**config.mk**
```make
export PLATFORM = sky130hd
export DESIGN_NAME = access_arbiter
export DESIGN_NICKNAME = d
export VERILOG_FILES = /design/src/rtl/ac_pkg.sv /design/src/rtl/rr_picker.sv /design/src/rtl/access_arbiter.sv
export SDC_FILE = /design/constraint.sdc
export NUM_CORES = 1
export LEC_CHECK = 0
export CAP_MARGIN = 5
export CORE_UTILIZATION = 37
export DETAILED_ROUTE_END_ITERATION = 6
export HOLD_SLACK_MARGIN = 0.02
export PLACE_DENSITY = 0.81
export SLEW_MARGIN = 10
export SYNTH_ARGS = -nofsm -noshare
export SYNTH_HDL_FRONTEND = slang
export SYNTH_SLANG_ARGS = --single-unit
```
**constraint.sdc**
```tcl
create_clock -name clk -period 1.85 [get_ports clk]
set_input_delay 0.37 -clock clk [delete_from_list [all_inputs] [get_ports clk]]
set_output_delay 0.37 -clock clk [all_outputs]
set_load 0.02 [all_outputs]
```
**src/rtl/ac_pkg.sv**
```systemverilog
// Shared types and constants for the AccessControl terminal arbiter.
// State encoding, request codes and bus widths.
package ac_pkg;

  typedef enum logic [1:0] {
    IDLE    = 2'd0,
    GRANT   = 2'd1,
    SESSION = 2'd2,
    RELEASE = 2'd3
  } state_e;

  localparam logic [1:0] REQ_NONE   = 2'b00;
  localparam logic [1:0] REQ_ACCESS = 2'b01;

  localparam int DATA_W   = 16;
  localparam int STATUS_W = 3;

endpackage

```
**src/rtl/rr_picker.sv**
```systemverilog
// Combinational round-robin priority encoder.
// Searches upward from ptr+1, wrapping modulo N.
module rr_picker #(
  parameter int N  = 4,
  parameter int IW = (N > 1) ? $clog2(N) : 1
) (
  input  logic [N-1:0]  req,
  input  logic [IW-1:0] ptr,
  output logic          valid,
  output logic [IW-1:0] idx
);

  int          pos;
  logic [IW-1:0] sel;

  // Walk from the farthest candidate down so the nearest one wins.
  always_comb begin
    valid = 1'b0;
    idx   = '0;
    pos   = 0;
    sel   = '0;
    for (int k = N; k >= 1; k--) begin
      pos = (int'(ptr) + k) % N;
      sel = IW'(pos);
      if (req[sel]) begin
        valid = 1'b1;
        idx   = sel;
      end
    end
  end

endmodule

```
**src/rtl/access_arbiter.sv**
```systemverilog
// Round-robin session arbiter sharing one AccessControl
// between N terminals, with idle-timeout reclaim.
module access_arbiter
  import ac_pkg::*;
#(
  parameter int N_TERM  = 4,
  parameter int TIMEOUT = 64,
  parameter int CNT_W   = 8
) (
  input  logic                         clk,
  input  logic                         rst,
  input  logic [N_TERM-1:0]            term_req,
  input  logic [2*N_TERM-1:0]          term_request,
  input  logic [DATA_W*N_TERM-1:0]     term_data,
  input  logic [N_TERM-1:0]            term_load,
  output logic [N_TERM-1:0]            term_grant,
  output logic [STATUS_W*N_TERM-1:0]   term_status,
  output logic [N_TERM-1:0]            term_timeout,
  output logic [1:0]                   ac_request,
  output logic [DATA_W-1:0]            ac_data,
  output logic                         ac_data_load,
  input  logic [STATUS_W-1:0]          ac_status
);

  localparam int IW = (N_TERM > 1) ? $clog2(N_TERM) : 1;

  state_e                        state_q, state_d;
  logic [IW-1:0]                 ptr_q, ptr_d;
  logic [IW-1:0]                 own_q, own_d;
  logic [N_TERM-1:0]             grant_q, grant_d;
  logic [STATUS_W*N_TERM-1:0]    status_q, status_d;
  logic [N_TERM-1:0]             tmo_q, tmo_d;
  logic [1:0]                    areq_q, areq_d;
  logic [DATA_W-1:0]             adata_q, adata_d;
  logic                          aload_q, aload_d;
  logic [CNT_W-1:0]              cnt_q, cnt_d;

  logic                          pick_vld;
  logic [IW-1:0]                 pick_idx;

  logic [1:0]                    own_req;
  logic [DATA_W-1:0]             own_data;
  logic                          own_load;
  logic                          own_hold;

  rr_picker #(
    .N  (N_TERM),
    .IW (IW)
  ) u_pick (
    .req   (term_req),
    .ptr   (ptr_q),
    .valid (pick_vld),
    .idx   (pick_idx)
  );

  assign own_req  = term_request[2*own_q +: 2];
  assign own_data = term_data[DATA_W*own_q +: DATA_W];
  assign own_load = term_load[own_q];
  assign own_hold = term_req[own_q];

  always_comb begin
    state_d  = state_q;
    ptr_d    = ptr_q;
    own_d    = own_q;
    grant_d  = grant_q;
    status_d = '0;
    tmo_d    = '0;
    areq_d   = areq_q;
    adata_d  = adata_q;
    aload_d  = 1'b0;
    cnt_d    = cnt_q;
    unique case (state_q)
      IDLE: begin
        if (pick_vld) begin
          own_d   = pick_idx;
          ptr_d   = pick_idx;
          grant_d = {{(N_TERM-1){1'b0}}, 1'b1} << pick_idx;
          state_d = GRANT;
        end
      end
      GRANT: begin
        areq_d = own_req;
        cnt_d  = '0;
        status_d[STATUS_W*own_q +: STATUS_W] = ac_status;
        state_d = SESSION;
      end
      SESSION: begin
        areq_d  = own_req;
        adata_d = own_data;
        aload_d = own_load;
        status_d[STATUS_W*own_q +: STATUS_W] = ac_status;
        cnt_d   = own_load ? '0 : cnt_q + 1'b1;
        // A dropped request wins over a simultaneous timeout.
        if (!own_hold) begin
          state_d = RELEASE;
        end else if (!own_load &&
                     cnt_q == CNT_W'(TIMEOUT-1)) begin
          tmo_d[own_q] = 1'b1;
          state_d      = RELEASE;
        end
      end
      RELEASE: begin
        areq_d  = REQ_NONE;
        grant_d = '0;
        state_d = IDLE;
      end
      default: state_d = IDLE;
    endcase
  end

  always_ff @(posedge clk) begin
    if (rst) begin
      state_q  <= IDLE;
      ptr_q    <= IW'(N_TERM-1);
      own_q    <= '0;
      grant_q  <= '0;
      status_q <= '0;
      tmo_q    <= '0;
      areq_q   <= REQ_NONE;
      adata_q  <= '0;
      aload_q  <= 1'b0;
      cnt_q    <= '0;
    end else begin
      state_q  <= state_d;
      ptr_q    <= ptr_d;
      own_q    <= own_d;
      grant_q  <= grant_d;
      status_q <= status_d;
      tmo_q    <= tmo_d;
      areq_q   <= areq_d;
      adata_q  <= adata_d;
      aload_q  <= aload_d;
      cnt_q    <= cnt_d;
    end
  end

  assign term_grant   = grant_q;
  assign term_status  = status_q;
  assign term_timeout = tmo_q;
  assign ac_request   = areq_q;
  assign ac_data      = adata_q;
  assign ac_data_load = aload_q;

endmodule

```
==> results of run 1 <==
-- worst max-delay path, cell delays in order --
cell,delay (ns)
clkdlybuf4s50_1,0.57
inv_1,0.08
o221ai_1,0.16
o221ai_1,0.16
or4_1,0.48
a21oi_1,0.12
-- cells in the final DEF (no fill, tap or decap), drive strengths merged, types with 3 or more instances in the layout --
cell type        n
buf             13
dfxtp           53
clkbuf           5
xor2             6
and2            10
nand2           12
inv              9
mux2i           17
nand3            4
a21oi            7
nor2            45
clkdlybuf4s50  123
mux4            20
ha               9
nand4            3
-- power groups by stage --
stage	clock network [W]	registers [W]	logic, W
detailed placement	0	0.00152	0.00246
finish	0.000662	0.00149	0.00245
global route	0.000730	0.00152	0.00267
global placement	0	0.00151	0.00242
floorplan	0	0.00166	0.00140
CTS	0.000683	0.00149	0.00247
-- what timing repair did --
item | in CTS | in global routing
resized for setup | 0 | 1
setup buffers | 0 | 0
endpoints found under the setup margin | 0 | 1
hold buffers | 0 | 0
-- worst max-delay path by stage --
stage / start / to / slack, ns / cells after the start
floorplan: own_q[0] / term_status[0] / 0.13 / 7
global placement: term_req[3] / term_grant[2] / -0.13 / 6
detailed placement: term_req[3] / term_grant[2] / -0.16 / 6
CTS: term_req[3] / term_grant[2] / 0.16 / 6
global route: term_req[3] / own_q[1] / 0.04 / 7
finish: term_req[3] / term_grant[2] / 0.15 / 6
-- cell type report --
type                       count  area (um2)
clock buffer                   5        68.8
clock inverter                 3        25.0
fill                         540        2460
inverter                       8        30.0
multi-input combinational    165        1400
sequential                    53        1060
tap                           77        96.3
timing repair buffer         136        1350
-- kinds of logic after synthesis --
logic type,count (synthesis),share of synthesized area [%]
AOI/OAI and AO/OA,21,6.23
xor gates and xnor gates,7,2.41
adders and majority gates,9,4.42
buffers and inverters,20,3.49
DFF,53,41.6
muxes,37,24.3
and+or+nand+nor,91,17.5
-- sequential cells by signal, summed over array words and instances (netlist names), 4 cells and up --
register and flops:
term_status 12, cnt_q 8, term_grant 4, term_timeout 4
ac_data 16
-- through the flow --
step	worst slack [ns]	instance area, um2	util [%]
after detailed placement	-0.165	3940	60.7
after global routing	0.0378	4040	62.2
after CTS	0.164	4030	62.1
after floorplan	0.129	2550	-
after global placement	-0.128	3940	60.7
final	0.151	4040	62.2
-- layer usage --
layer	global-route usage [%]	wire, um	part of all wire (%)
met1	19.3	2430	39
met2	34.7	3210	52
met3	4.47	416	6.7
met4	9.40	161	2.6
met5	0	0	0
==> flow_metrics.env, run 1 <==
export IMPL_clockBufferDepth=2
export IMPL_slew_violations=0
export IMPL_worstHoldStart="term_grant[3]"
export IMPL_rr_startpoint="own_q[0]"
export IMPL_hp_class="register to register"
export IMPL_holdWs_ns=0.464
export IMPL_relSlewSlack_pct=68.5
export IMPL_crit_path_start_kind="input port"
export IMPL_clk_pin_slew_worst_paths_ns=0.10
export IMPL_fp_dieW_um=85.0
export IMPL_drc=0
export IMPL_required_ns=2.10
export IMPL_cts_tree="yes"
export IMPL_worstPathArrival_ns=1.95
export IMPL_routed_wl_um=6220
export IMPL_status="completed"
export IMPL_ios=124
export IMPL_grt_pass1_wl_um=10600
export IMPL_intPower_w=0.00293
export IMPL_gp_congestion=0.825
export IMPL_rsz0062_at_grt="false"
export IMPL_vias=2297
export IMPL_row_count=29
export IMPL_r2r_end="state_q[0]"
export IMPL_power_leakage_nw=1.50
export IMPL_min_period_ns=1.70
export IMPL_critical_path_max_fanout=6
export IMPL_power_frac_comb_pct=53.3
export IMPL_p_clk_share_pct=14.4
export IMPL_worstSetupPathType="input port to register"
export IMPL_dieArea_mm2=0.00722
export IMPL_async_flop_share_pct=0
export IMPL_ir_worst_vdd_mv=0.551
export IMPL_hold_viol=0
export IMPL_whs_path_depth=2
export IMPL_core_mm2=0.00649
export IMPL_synth_seq_area_share_pct=41.6
export IMPL_grt_usage_pct=18.6
export IMPL_switching_share_pct=36.4
export IMPL_grt_pass1_vias=2408
export IMPL_reg2reg_depth=5
export IMPL_cp_end_kind="register"
export IMPL_start_util_pct=39.2
export IMPL_io_buffer_count=123
export IMPL_nNetsFinal=463
export IMPL_yosysMostFrequentCell="dfxtp_1"
export IMPL_tns_ns=0
export IMPL_synth_top_cells_by_area="dfxtp_1 42%, mux4_2 18%, mux2i_1 6.7%"
export IMPL_clkLatencyLatePin_ns=0.31
export IMPL_synth_top_cell_area_share_pct=41.6
export IMPL_syn_area_mm2=0.00255
export IMPL_die_h_um=85.0
export IMPL_clock_sinks=53
export IMPL_antenna_found_initial=0
export IMPL_areaGrowthSynthToFinish_pct=58.5
export IMPL_synth_nets=332
export IMPL_synth_seq_cells=53
export IMPL_synth_cell_types=43
export IMPL_synth_top_area_cell="dfxtp_1"
export IMPL_dp_cells=439
export IMPL_synth_edff_count=0
export IMPL_fin_crit_sh_pct=91.9
export IMPL_synth_common_cells="53 x dfxtp_1, 45 x nor2_1, 20 x mux4_2, 17 x mux2i_1, 12 x nand2_1"
export IMPL_ys_flop_type="dfxtp_1"
export IMPL_fin_skew_ns=0.0120
export IMPL_drt_iter0_drc=65
export IMPL_syn_avg_cell_area_um2=10.7
export IMPL_grt_overflow_total=0
export IMPL_p_sw_w=0.00168
export IMPL_grt_max_degree=21
export IMPL_maxCapViolCount=0
export IMPL_cts_root_buf="clkbuf_8"
export IMPL_tightest_slew_ns=0.467
export IMPL_drive_gt1_share_pct=12.7
export IMPL_finalSetupViolations=0
export IMPL_power_frac_seq_pct=32.4
export IMPL_whs_endpoint="term_grant[3]"
export IMPL_yosys_warnings=0
export IMPL_wl_per_cell_um=13.9
export IMPL_cellPowerDensity_mw_per_mm2=1140
export IMPL_ant_nets=0
export IMPL_instances_no_fill=447
export IMPL_syn_instance_count=238
export IMPL_hpwl_um=5090
export IMPL_r2r_slack_ns=0.18
export IMPL_htreeDepth=2
export IMPL_first_pass_iters=4
export IMPL_cts_made_buffers=5
export IMPL_antenna_cells=0
export IMPL_viasPerCell=5.14
export IMPL_power_total_w=0.00461
export IMPL_fmax_ghz=0.588
(Power assumes the default switching activity.)
==> run 2: changes to the inputs <==
--- a/config.mk
+++ b/config.mk
@@ -6,10 +6,12 @@
 export NUM_CORES = 1
 export LEC_CHECK = 0
 export CAP_MARGIN = 5
-export CORE_UTILIZATION = 37
+export CELL_PAD_IN_SITES_DETAIL_PLACEMENT = 0
+export CELL_PAD_IN_SITES_GLOBAL_PLACEMENT = 1
+export CORE_UTILIZATION = 27
 export DETAILED_ROUTE_END_ITERATION = 6
 export HOLD_SLACK_MARGIN = 0.02
-export PLACE_DENSITY = 0.81
+export PLACE_DENSITY = 0.8
 export SLEW_MARGIN = 10
 export SYNTH_ARGS = -nofsm -noshare
 export SYNTH_HDL_FRONTEND = slang
==> run 2 against run 1 <==
Compared with the run above: cell count up 7.2%; final area up 0.84%; sequential cell count unchanged; combinational power down 3%; global-route usage down 4.8 points; register-to-register slack about the same; sequential share of layout area down 0.19 points; highest routed layer unchanged; critical endpoint unchanged; clock power up 22%; total power up 2.1%; critical path depth unchanged; largest cell class unchanged.
==> flow_metrics.env, run 2 (synthesis results as in run 1) <==
export IMPL_worstPathArrival_ns=1.98
export IMPL_cp_end_kind="register"
export IMPL_fin_crit_sh_pct=93.5
export IMPL_grt_pass1_vias=2254
export IMPL_grt_usage_pct=13.8
export IMPL_whs_path_depth=2
export IMPL_hold_viol=0
export IMPL_ios=124
export IMPL_row_count=35
export IMPL_drt_iter0_drc=41
export IMPL_cellPowerDensity_mw_per_mm2=1150
export IMPL_power_frac_seq_pct=32.1
export IMPL_maxCapViolCount=0
export IMPL_areaGrowthSynthToFinish_pct=59.8
export IMPL_rsz0062_at_grt="false"
export IMPL_final_common_cell="clkdlybuf4s50_1"
export IMPL_intPower_w=0.00303
export IMPL_tightest_slew_ns=0.501
export IMPL_nNetsFinal=461
export IMPL_io_buffer_count=123
export IMPL_cts_root_buf="clkbuf_8"
export IMPL_largest_reg_flops=16
export IMPL_critical_path_max_fanout=6
export IMPL_drc=0
export IMPL_hold_buffers=0
export IMPL_status="completed"
export IMPL_clockBufferDepth=2
export IMPL_postCtsSetupBuffers=0
export IMPL_fmax_ghz=0.578
export IMPL_routed_wl_um=6610
export IMPL_power_total_w=0.00470
export IMPL_core_mm2=0.00920
export IMPL_dp_cells=471
export IMPL_crit_path_start_kind="input port"
export IMPL_viasPerCell=4.65
export IMPL_drive_gt1_share_pct=12.0
export IMPL_ant_nets=0
export IMPL_p_clk_share_pct=17.2
export IMPL_whs_endpoint="term_grant[3]"
export IMPL_wl_per_cell_um=13.8
export IMPL_hp_class="register to register"
export IMPL_clk_pin_slew_worst_paths_ns=0.10
export IMPL_hpwl_um=5370
export IMPL_htreeDepth=2
export IMPL_clock_sinks=53
export IMPL_final_util_pct=44.3
export IMPL_worstHoldStart="term_grant[3]"
export IMPL_p_sw_w=0.00167
export IMPL_finalSetupViolations=0
export IMPL_reg2reg_depth=5
export IMPL_r2r_slack_ns=0.18
export IMPL_grt_overflow_total=0
export IMPL_holdWs_ns=0.471
export IMPL_power_leakage_nw=1.51
export IMPL_power_frac_comb_pct=50.7
export IMPL_instances_no_fill=479
export IMPL_fin_skew_ns=0.00799
export IMPL_start_util_pct=27.7
export IMPL_ir_worst_vdd_mv=0.552
export IMPL_r2r_end="term_grant[2]"
export IMPL_required_ns=2.10
export IMPL_slew_violations=0
export IMPL_worstSetupPathType="input port to register"
export IMPL_grt_pass1_wl_um=10700
export IMPL_first_pass_iters=4
export IMPL_vias=2225
export IMPL_relSlewSlack_pct=66.2
export IMPL_die_h_um=99.2
export IMPL_cts_tree="yes"
export IMPL_switching_share_pct=35.5
export IMPL_gp_congestion=0.719
export IMPL_grt_max_degree=25
export IMPL_dieArea_mm2=0.00983
export IMPL_antenna_cells=0
export IMPL_rr_startpoint="state_q[0]"
export IMPL_mostFrequentLayoutCells="123 x clkdlybuf4s50_1, 52 x dfxtp_1, 45 x nor2_1"
export IMPL_antenna_found_initial=0
export IMPL_min_period_ns=1.73
export IMPL_clkLatencyLatePin_ns=0.30
export IMPL_cts_made_buffers=5
export IMPL_cts_resized=0
export IMPL_fp_dieW_um=99.2
[run 2: worst max path at each step]
stage,from,end,slack [ns]
after CTS,term_req[3],term_grant[2],0.12
final,term_req[3],term_grant[2],0.12
after global placement,term_req[3],term_grant[2],-0.14
after floorplan,own_q[0],term_status[0],0.13
after detailed placement,term_req[3],term_grant[2],-0.21
after global routing,term_req[1],term_grant[2],0.05
[run 2: cell type report]
| class | count | area, um2 |
|---|---|---|
| fillers | 895 | 5120 |
| multi-input cells | 165 | 1400 |
| repair buffers | 134 | 1330 |
| flip-flops and latches | 53 | 1060 |
| well taps | 111 | 139 |
| clock buffers | 7 | 86.3 |
| clock inverters | 1 | 30.0 |
| inverters | 8 | 30.0 |
[run 2: stage by stage]
| step | cell area (um2) | setup WS [ns] | TNS, ns |
|---|---|---|---|
| after floorplan | 2550 | 0.129 | 0 |
| after global placement | 3960 | -0.144 | -0.737 |
| after detailed placement | 3960 | -0.214 | -1.62 |
| after CTS | 4070 | 0.119 | 0 |
| after global routing | 4070 | 0.0493 | 0 |
| final | 4070 | 0.119 | 0 |
[run 2: layer usage]
metal  part of all wire [%]  track usage [%]  wire [um]  vias up
li1                       -                -          -     1100
met1                     42             16.1       2800     1040
met2                     51             25.2       3370       78
met3                    5.7             3.58        377        7
met4                   0.91             3.85         60        0
met5                      0                0          0        -
[run 2: power groups by stage]
stage / Sequential (W) / Combinational (W) / Clock [W]
after floorplan: 0.00166 / 0.00140 / 0
after global placement: 0.00153 / 0.00236 / 0
after detailed placement: 0.00153 / 0.00240 / 0
after CTS: 0.00151 / 0.00241 / 0.000831
after global routing: 0.00154 / 0.00258 / 0.000879
final: 0.00151 / 0.00238 / 0.000809
[run 2: worst max-delay path, cell delays in order]
cell and delay [ns]:
clkdlybuf4s50_1 0.58, inv_1 0.08, o221ai_1 0.17, o221ai_1 0.17
or4_1 0.49, a21oi_1 0.13
==> RTL edit, RTL diff (flow settings as in run 1) <==
Change the parameter `N_TERM` from 4 to 8.
--- a/src/rtl/access_arbiter.sv
+++ b/src/rtl/access_arbiter.sv
@@ -3,7 +3,7 @@
 module access_arbiter
   import ac_pkg::*;
 #(
-  parameter int N_TERM  = 4,
+  parameter int N_TERM  = 8,
   parameter int TIMEOUT = 64,
   parameter int CNT_W   = 8
 ) (
Ports: changed (7 resized); port bits go from 124 to 224. The function was not compared with the original's and may differ.
==> RTL edit against run 1 <==
The flow now finishes with violations (setup timing). Design area up 110%. Routed wire length grew to 2.8 times the old value. Final cell count grew 120%. Die area rose by 85%. Synthesized area increased by 87%. Clock power rose to 2.6 times the old value. Setup slack worse by 1000 ps. Power rose to 2.5 times the old value. Sequential cell count rose by 22. Sequential power grew 44%.
==> RTL edit: results (changes against run 1) <==
Worst setup path
  – Cells on worst reg2reg path: 9 (+4)
  – CP Data Arrival Time: 2940 ps (+990 ps)
  – R2r endpoint: ptr_q[1]$_SDFFE_PP1P_
  – Critical path fanouts, max: 8 (+2)

STA
  – Setup slack after layout: -866 ps (-1020 ps)
  – Final Skew: 8.10 ps (-3.85 ps)
  – Final setup fails: 24 (+24)
  – Setup TNS: -12750 ps (-12750 ps)
  – Min Hold Slack: 466 ps (+2.06 ps)
  – Slew HR: 68.4% (-0.11 points)

Power and ir drop
  – Sw Ratio: 42.5% (+6.1 points)
  – Leakage: 0.00307 µW (+100%)

Global route
  – GRT Overall Usage: 25.1% (+6.5 points)
  – First-pass GRT wire length: 25900 µm (+140%)
  – Vias in the first global route: 5163 (+110%)
  – Largest net degree at the start of global routing: 35 (+67%)

Detailed routing
  – DR pass1 iterations: 5 (+1)
  – Wire length on met2: 8730 µm (+170%)
  – Routed via count: 5234 (+130%)
  – Metal-1 WL: 6990 µm (+190%)
  – DRT iter0 DRCs: 347 (+430%)

Outcome
  – Status: finished with violations
  – Failing checks: setup timing

Cells and area
  – Synth-to-Final Area Change: 75.7%
  – Ratio of cells with drive above 1 in the final layout: 26.8% (+14 points)
  – Filler Cell Count: 987 (+83%)

Yosys
  – Yosys cell types: 56 (+30%)
  – Syn Nets: 691 (+110%)
  – Seq/Total Area, Yosys: 31.5% (-10 points)
  – Commonest cells in the netlist: nor2_1, dfxtp_1, nand2_1

Hold path
  – Worst Hold End: ac_request[0]$_SDFFE_PP0P_
  – Hold Startpoint: ac_request[0]$_SDFFE_PP0P_

CTS
  – Skew-Pair Late Insertion Delay: 330 ps (+20 ps)
  – Worst-path clk slew: 70 ps (-30 ps)

Place
  – Port Buffer Count: 223 (+81%)
  – Placer Congestion: 0.955 (+16%)
==> RTL edit: worst max-delay path by stage <==
stage / cells after the start / slack [ps] / startpoint / to
2_1_floorplan: 12 / -970 / ptr_q[1]$_SDFFE_PP1P_ / term_grant[5]$_SDFFE_PP0P_
3_3_place_gp: 8 / -1020 / term_req[2] / term_grant[5]$_SDFFE_PP0P_
3_5_place_dp: 8 / -1120 / term_req[2] / term_grant[0]$_SDFFE_PP0P_
4_1_cts: 9 / -830 / ptr_q[1]$_SDFFE_PP1P_ / term_grant[1]$_SDFFE_PP0P_
5_1_grt: 9 / -930 / ptr_q[0]$_SDFFE_PP1P_ / term_grant[1]$_SDFFE_PP0P_
6_report: 9 / -870 / ptr_q[0]$_SDFFE_PP1P_ / ptr_q[1]$_SDFFE_PP1P_
==> RTL edit: worst max-delay path: stages, from the launching register on <==
cell      delay, ps
dfxtp_2         340
inv_2            50
ha_4            340
mux4_2          620
mux2_4          330
and3_4          170
a311oi_2        210
a21o_1          210
a31oi_1         100
or2_1           220
==> RTL edit: cell families after synthesis <==
logic type	synth area share, %
flops	31.5
mux	25.2
simple gates	17.2
xor+xnor	2.02
compound gates	17.1
buf+inv	4.14
fa+ha+maj	2.89
==> RTL edit: repair_timing <==
action | CTS | global route
endpoints found under the hold margin | 0 | 0
gates cloned | 0 | 1
buffers inserted | 1 | 3
pin swaps | 25 | 23
setup endpoints to repair | 39 | 41
gates resized for setup | 56 | 48
==> RTL edit: area by class of cell <==
type | count | share of cell area, %
multi-input combinational | 394 | 40.9
timing repair buffer | 296 | 34.4
sequential | 75 | 18.0
clock buffer | 9 | 2.69
tap | 172 | 2.57
clock inverter | 7 | 0.791
inverter | 11 | 0.642
==> RTL edit: per-stage QoR <==
stage	instances	setup WS, ps
floorplan	515	-975
global placement	944	-1020
detailed placement	944	-1120
CTS	961	-829
global route	964	-930
finish	964	-866
==> RTL edit: power groups by stage <==
stage	Sequential, µW	Clock (µW)	Combinational [µW]
3_5_place_dp	2170	0	6710
3_3_place_gp	2160	0	6570
2_1_floorplan	2310	0	4060
6_report	2150	1700	7790
5_1_grt	2180	1780	8300
4_1_cts	2140	1710	7220
==> RTL edit: layer usage <==
layer,track usage (%),vias to the layer above
met4,8.66,0
met3,5.65,27
met2,43.2,231
met1,30.8,2513
met5,0,-
li1,-,2463
